===== src/rtl/dmac_ch_arbiter.sv =====
// Round-robin arbiter that shares one DMA transfer engine between N_CH channels.
// Optional macro DMAC_ARB_PRIO_EN adds prio_i for a two-class priority scheme.
module dmac_ch_arbiter #(
  parameter int N_CH = 4
) (
  input  logic                 clk,
  input  logic                 rst,
  input  logic [N_CH-1:0]      req_i,
`ifdef DMAC_ARB_PRIO_EN
  input  logic [N_CH-1:0]      prio_i,
`endif
  input  logic [32*N_CH-1:0]   src_addr_i,
  input  logic [32*N_CH-1:0]   dst_addr_i,
  input  logic [16*N_CH-1:0]   byte_len_i,
  input  logic                 done_i,
  output logic [N_CH-1:0]      gnt_o,
  output logic [N_CH-1:0]      ch_done_o,
  output logic                 start_o,
  output logic [31:0]          src_addr_o,
  output logic [31:0]          dst_addr_o,
  output logic [15:0]          byte_len_o
);

  localparam int CW = (N_CH > 1) ? $clog2(N_CH) : 1;

  localparam logic [1:0] IDLE  = 2'd0;
  localparam logic [1:0] GRANT = 2'd1;
  localparam logic [1:0] BUSY  = 2'd2;

  logic [1:0]      state_reg;
  logic [CW-1:0]   last_ch_reg;
  logic [CW-1:0]   winner_reg;
  logic [N_CH-1:0] gnt_reg;
  logic [N_CH-1:0] ch_done_reg;
  logic [31:0]     src_reg;
  logic [31:0]     dst_reg;
  logic [15:0]     len_reg;

  logic [31:0]     src_arr [N_CH];
  logic [31:0]     dst_arr [N_CH];
  logic [15:0]     len_arr [N_CH];

  for (genvar gi = 0; gi < N_CH; gi++) begin : g_unpack
    assign src_arr[gi] = src_addr_i[32*gi +: 32];
    assign dst_arr[gi] = dst_addr_i[32*gi +: 32];
    assign len_arr[gi] = byte_len_i[16*gi +: 16];
  end

  logic [N_CH-1:0] cand;
  logic            found;
  logic [CW-1:0]   winner_next;
  logic [CW-1:0]   idx_w;
  int              idx;

  // Search starts just past the last served channel, so it ends up lowest priority.
  always_comb begin
    cand = req_i;
`ifdef DMAC_ARB_PRIO_EN
    if ((req_i & prio_i) != '0) cand = req_i & prio_i;
`endif
    found       = 1'b0;
    winner_next = last_ch_reg;
    idx         = 0;
    idx_w       = '0;
    for (int i = 1; i <= N_CH; i++) begin
      idx = int'(last_ch_reg) + i;
      if (idx >= N_CH) idx = idx - N_CH;
      idx_w = CW'(idx);
      if (!found && cand[idx_w]) begin
        found       = 1'b1;
        winner_next = idx_w;
      end
    end
  end

  always_ff @(posedge clk or posedge rst) begin
    if (rst) begin
      state_reg   <= IDLE;
      last_ch_reg <= CW'(N_CH - 1);
      winner_reg  <= '0;
      gnt_reg     <= '0;
      ch_done_reg <= '0;
      src_reg     <= '0;
      dst_reg     <= '0;
      len_reg     <= '0;
    end else begin
      ch_done_reg <= '0;
      case (state_reg)
        IDLE: begin
          if (found) begin
            state_reg  <= GRANT;
            winner_reg <= winner_next;
            gnt_reg    <= N_CH'(1) << winner_next;
            src_reg    <= src_arr[winner_next];
            dst_reg    <= dst_arr[winner_next];
            len_reg    <= len_arr[winner_next];
          end
        end
        GRANT: begin
          if (len_reg != 16'd0) begin
            state_reg <= BUSY;
          end else begin
            // Zero-length request completes without ever touching the engine.
            state_reg   <= IDLE;
            gnt_reg     <= '0;
            ch_done_reg <= gnt_reg;
            last_ch_reg <= winner_reg;
          end
        end
        BUSY: begin
          if (done_i) begin
            state_reg   <= IDLE;
            gnt_reg     <= '0;
            ch_done_reg <= gnt_reg;
            last_ch_reg <= winner_reg;
          end
        end
        default: state_reg <= IDLE;
      endcase
    end
  end

  assign gnt_o      = gnt_reg;
  assign ch_done_o  = ch_done_reg;
  assign start_o    = (state_reg == GRANT) && (len_reg != 16'd0);
  assign src_addr_o = src_reg;
  assign dst_addr_o = dst_reg;
  assign byte_len_o = len_reg;

endmodule


===== config.mk =====
export PLATFORM = sky130hd
export DESIGN_NAME = dmac_ch_arbiter
export DESIGN_NICKNAME = d
export VERILOG_FILES = /design/src/rtl/dmac_ch_arbiter.sv
export SDC_FILE = /design/constraint.sdc
export NUM_CORES = 1
export LEC_CHECK = 0
export CAP_MARGIN = 40
export CORE_AREA = 2 2 160 162
export DETAILED_ROUTE_END_ITERATION = 6
export DIE_AREA = 0 0 162 164
export PLACE_DENSITY = 0.6
export SKIP_CTS_REPAIR_TIMING = 1
export SLEW_MARGIN = 10
export SYNTH_ARGS = -nofsm -noshare
export SYNTH_HDL_FRONTEND = slang
export SYNTH_SLANG_ARGS = --single-unit

===== constraint.sdc =====
create_clock -name clk -period 4.9 [get_ports clk]
set_clock_uncertainty 0.1 [all_clocks]
set_input_delay 0.98 -clock clk [delete_from_list [all_inputs] [get_ports clk]]
set_output_delay 0.98 -clock clk [all_outputs]
set_load 0.03 [all_outputs]

## Word-level counts from Yosys, hierarchy flattened

Cells that the tools add are included.

- Flip-flop bits (word level): 94
- Input bits: 327
- Output and inout bits: 89
- Logic and storage cells: 90

- Add/sub/neg operators: 8
- Magnitude comparators: 9
- Eq/ne operators: 5
- Shift-type cells: 1
- Mux-type cells: 43
- Bitwise logic cells: 1
- Reductions and logical operators: 15

Operator list:

| operator | number |
|---|---|
| binary-select mux 32 bit (select 2 bit) | 2 |
| two-way mux 32 bit | 4 |
| binary-select mux 16 bit (select 2 bit) | 1 |
| two-way mux 16 bit | 2 |
| two-way mux 2 bit | 13 |
| two-way mux 4 bit | 5 |
| nonzero test 16 bit | 1 |
| greater-or-equal comparator 3 bit, second input constant | 4 |
| < comparator 2 x 3 -> 1 bit, second input constant | 4 |
| case mux 4 bit (3 select lines) | 1 |
| binary-select mux 1 bit (select 2 bit) | 4 |
| two-way mux 1 bit | 8 |
| case mux 4 bit (2 select lines) | 1 |
| subtractor 2 x 1 -> 2 bit, second input constant | 4 |
| adder 2 x 2 -> 3 bit, second input constant | 2 |
| != test 2 bit, second input constant | 3 |
| case mux 2 bit (3 select lines) | 1 |
| adder 2 x 3 -> 4 bit, second input constant | 1 |
| greater-or-equal comparator 4 x 3 -> 1 bit, second input constant | 1 |
| logical AND 1 bit | 4 |
| case mux 2 bit (2 select lines) | 1 |
| AND reduction 2 bit | 2 |
| AND reduction 4 bit | 1 |
| left shift 1 x 2 -> 4 bit, first input constant | 1 |
| 9 further kinds | 11 |

## Depth between registers and ports, before layout

- Depth in word-level cells: 19
- Gate-level depth with buffers: 9
- Mapped depth without buffers: 7

## Worst setup path after synthesis

Ideal clock, no wire load.

- Kind: input-to-reg
- From: input req_i[3]
- To: register src_reg[16], in the netlist src_addr_o[16]
- Setup time: 126 ps
- Arrival time: 2,467 ps
- Required time: 4,674 ps
- Path slack: 2,207 ps
- Cell stages on the path: 7
- Cell sequence: nor3b_1 -> clkbuf_2 -> nor3_2 -> buf_6 -> buf_4 -> mux2_1 -> a221o_1

- Cells in the longest elaborated chain, start to end: 16
- Elaborated cells on any way between the ends: 27
- Classes of those cells: mux: 19; bitwise: 1; reduce/logical: 7

Ends and longest elaborated chain:

| element | RTL line | RTL |
|---|---|---|
| start, declared | 8 | `input logic [N_CH-1:0] req_i,` |
| binary-select mux 1 bit (select 2 bit) | 69 | `if (!found && cand[idx_w]) begin` |
| two-way mux 1 bit (implied by the code) | 69 |  |
| two-way mux 1 bit | 69 |  |
| logical NOT 1 bit | 69 |  |
| logical AND 1 bit | 69 |  |
| two-way mux 1 bit | 69 |  |
| logical NOT 1 bit | 69 |  |
| logical AND 1 bit | 69 |  |
| two-way mux 1 bit | 69 |  |
| logical NOT 1 bit | 69 |  |
| logical AND 1 bit | 69 |  |
| two-way mux 2 bit | 69 |  |
| NOT 2 -> 3 bit (implied by the code) | 94 | `src_reg <= src_arr[winner_next];` |
| binary-select mux 32 bit (select 2 bit) | 94 |  |
| two-way mux 32 bit (implied by the code) (2 in series) | 94 |  |
| end signal, assigned | 94 |  |
| end, declared | 35 | `logic [31:0] src_reg;` |

Parallel ways exist; a longest one is shown, timed or not. The select of a mux whose other input is x is not followed.
A chain may end at the register's enable or synchronous reset.

## Worst setup path after layout

- From: register len_reg[11], in the netlist byte_len_o[11]
- To: output start_o

- Cells in the longest elaborated chain, start to end: 2

Ends and longest elaborated chain:

| element | RTL line | RTL |
|---|---|---|
| start, declared | 37 | `logic [15:0] len_reg;` |
| start signal, assigned | 96 | `len_reg <= len_arr[winner_next];` |
| nonzero test 16 bit | 125 | `assign start_o = (state_reg == GRANT) && (len_reg != 16'd0);` |
| logical AND 1 bit | 125 |  |
| end, declared | 18 | `output logic start_o,` |

No other way between the ends.

==> flow_summary.toml <==
[status]
status = "complete, no violations"

[critical_path]
r2r_start = "last_ch_reg[1]$_DFFE_PP1P_"
critPathCapture = "start_o"
crit_fanout = 4
path_buf_inv = 1
slowest_stage = "clkdlybuf4s50_1"
r2r_end = "dst_addr_o[29]$_DFFE_PP0P_"
r2r_setup_slack_ns = 2.11
slowest_delay_ns = 0.73
critical_path_class = "reg2out"
worstPathRequired_ns = 3.82
r2r_cells = 6
endpoint_kind = "primary output"
crit_start = "byte_len_o[11]$_DFFE_PP0P_"
path_delay_family = "buffers and inverters"
worstPathArrival_ns = 2.47
startpoint_type = "flop"
path_depth = 3
crit_chain = "nor4_1 -> a41oi_1 -> clkdlybuf4s50_1"

[place]
dp_hpwl_um = 20700
gp_congestion = 0.792
post-place-cells = 1326
place_area_sq_mm = 0.0109
placement.io_buffers = 415

[finish]
syn_to_final_growth_pct = 76.1
finalNonFillerCells = 1343
drive_gt1_share_pct = 5.93
nNetsFinal = 1339
final_area_sq_mm = 0.0113

[synth]
ys_types = 39
synth_edf_count = 0
netlist_instances = 652
async_flop_share_pct = 100
syn-num-nets = 984
ys_seq_elements = 94
syn_area_per_cell_sq_um = 9.80
syn_area_sq_mm = 0.00639
yosysWarnings = 0
synth-main-ff-cell = "dfrtp_1"
seq_area_frac_synth_pct = 36.8

[sta]
tns_ns = 0
whs_ns = 0.370
hold_viol_final = 0
max_freq_ghz = 0.282
relSlewSlack_pct = 43.9
slew_viol_final = 0
rsz0062_at_grt = "no"
worstMarginPinSlew_ns = 0.842
fin_crit_sh_pct = 72.4
layout_min_cycle_time_ns = 3.55
setup_viol = 0

[routing]
route.detailed.drc = 0
drt_iter0_drc = 475
ant_nets = 0
firstDrtPassIters = 6
wl_um = 29600
detail_route.wl_per_cell_um = 22.0
vias = 7291
viasPerCell = 5.43

[grt]
grt_start_max_net_pins = 73
grt_pass1_wl_um = 44300
antenna_found_initial = 1
grt_pass1_vias = 7395
grt_usage_pct = 21.6
overflow = 0

[power_and_ir_drop]
power_density_mw_per_mm2 = 576
power.leakage_uw = 0.00437
vdd_drop_max_mv = 0.369

[flow_run]
cap_viol_max_count = 0

[worst_hold_path]
hold_class = "reg2reg"
min_path_cells = 2

[die]
fp.coreArea_sq_mm = 0.0248
placementRows = 58
chipHeight_um = 164
start_util_pct = 25.8
io_pins = 416
die_area_sq_mm = 0.0266
die_width_um = 162

[clock_network]
numCtsBuffers = 9
path_clk_slew_ns = 0.07
cts_sinks = 94
cts_tree = "yes"
insertion_delay_ns = 0.35
cts.path.max_buffers = 2
cts-root-buf = "clkbuf_16"
htreeDepth = 3
-- cells by family (layout without fill, tap and decap cells) --
group,Yosys count,in the layout,share of synthesized area (%)
buffers and inverters,94,453,6.30
adders and majority gates,5,5,0.979
DFF,94,94,36.8
and+or+nand+nor,120,120,11.4
other,0,2,0
AOI/OAI and AO/OA,257,257,30.1
muxes,82,82,14.4
-- cells in the mapped netlist (all sizes together), types with 5 or more instances --
library cell	count	share of area [%]
a21oi	83	6.7
a221o	79	12
buf	14	1.6
clkbuf	76	4.5
dfrtp	92	36
ha	5	0.98
mux2	81	14
nand2	13	0.76
nand2b	6	0.59
nand4	81	7.9
nor4	5	0.49
o21ai	6	0.47
o31ai	80	9.4
-- worst min-delay path by stage --
stage / from / to / slack [ns]
6_report: winner_reg[1]$_DFFE_PP0P_ / winner_reg[1]$_DFFE_PP0P_ / 0.37
5_1_grt: winner_reg[1]$_DFFE_PP0P_ / winner_reg[1]$_DFFE_PP0P_ / 0.40
4_1_cts: winner_reg[1]$_DFFE_PP0P_ / winner_reg[1]$_DFFE_PP0P_ / 0.38
3_5_place_dp: winner_reg[1]$_DFFE_PP0P_ / winner_reg[1]$_DFFE_PP0P_ / 0.36
3_3_place_gp: winner_reg[1]$_DFFE_PP0P_ / winner_reg[1]$_DFFE_PP0P_ / 0.36
2_1_floorplan: winner_reg[1]$_DFFE_PP0P_ / winner_reg[1]$_DFFE_PP0P_ / 0.34
-- cell type report --
type,count,area [sq um]
flip-flops and latches,94,2350
repair buffers,434,4420
clock inverters,4,120
clock buffers,11,233
well taps,330,413
diodes,2,5.00
inverters,4,17.5
multi-input cells,464,3690
fillers,2390,13600
-- worst reg2reg max path: stages (launching register included) --
cell      delay, ns
dfstp_2        0.63
nand2b_1       0.23
a21oi_4        0.09
nor3_4         0.17
buf_4          0.66
mux2_2         0.48
a221o_1        0.31
-- cell usage in the layout, fill, tap and decap left out, types with 9 or more instances in the layout --
master           count
clkdlybuf4s50_1    415
dfrtp_1             92
nand4_1             81
a21oi_1             81
o31ai_1             80
a221o_1             79
mux2_1              66
mux2_2              15
nand2_1             13
buf_4               12
clkbuf_16            9
-- through the flow --
stage	util (%)	power [uW]	worst slack, ns
detailed placement	43.9	5640	1.21
CTS	45.3	6530	1.36
global route	45.3	6890	1.26
floorplan	-	3970	1.37
finish	45.4	6480	1.35
global placement	43.3	5510	1.26
-- routing by layer --
layer / vias to the layer above / part of all wire [%] / routed length, um / global-route usage [%]
li1: 3378 / - / - / -
met1: 3511 / 41 / 12100 / 27.3
met2: 356 / 48 / 14200 / 36.0
met3: 46 / 8.2 / 2410 / 4.95
met4: 0 / 2.9 / 849 / 8.37
met5: - / 0 / 0 / 0
-- power breakdown --
| part | internal [uW] | switching [uW] |
|---|---|---|
| clock network | 549 | 319 |
| registers | 1150 | 257 |
| logic | 1840 | 2370 |
(Power assumes the default switching activity.)
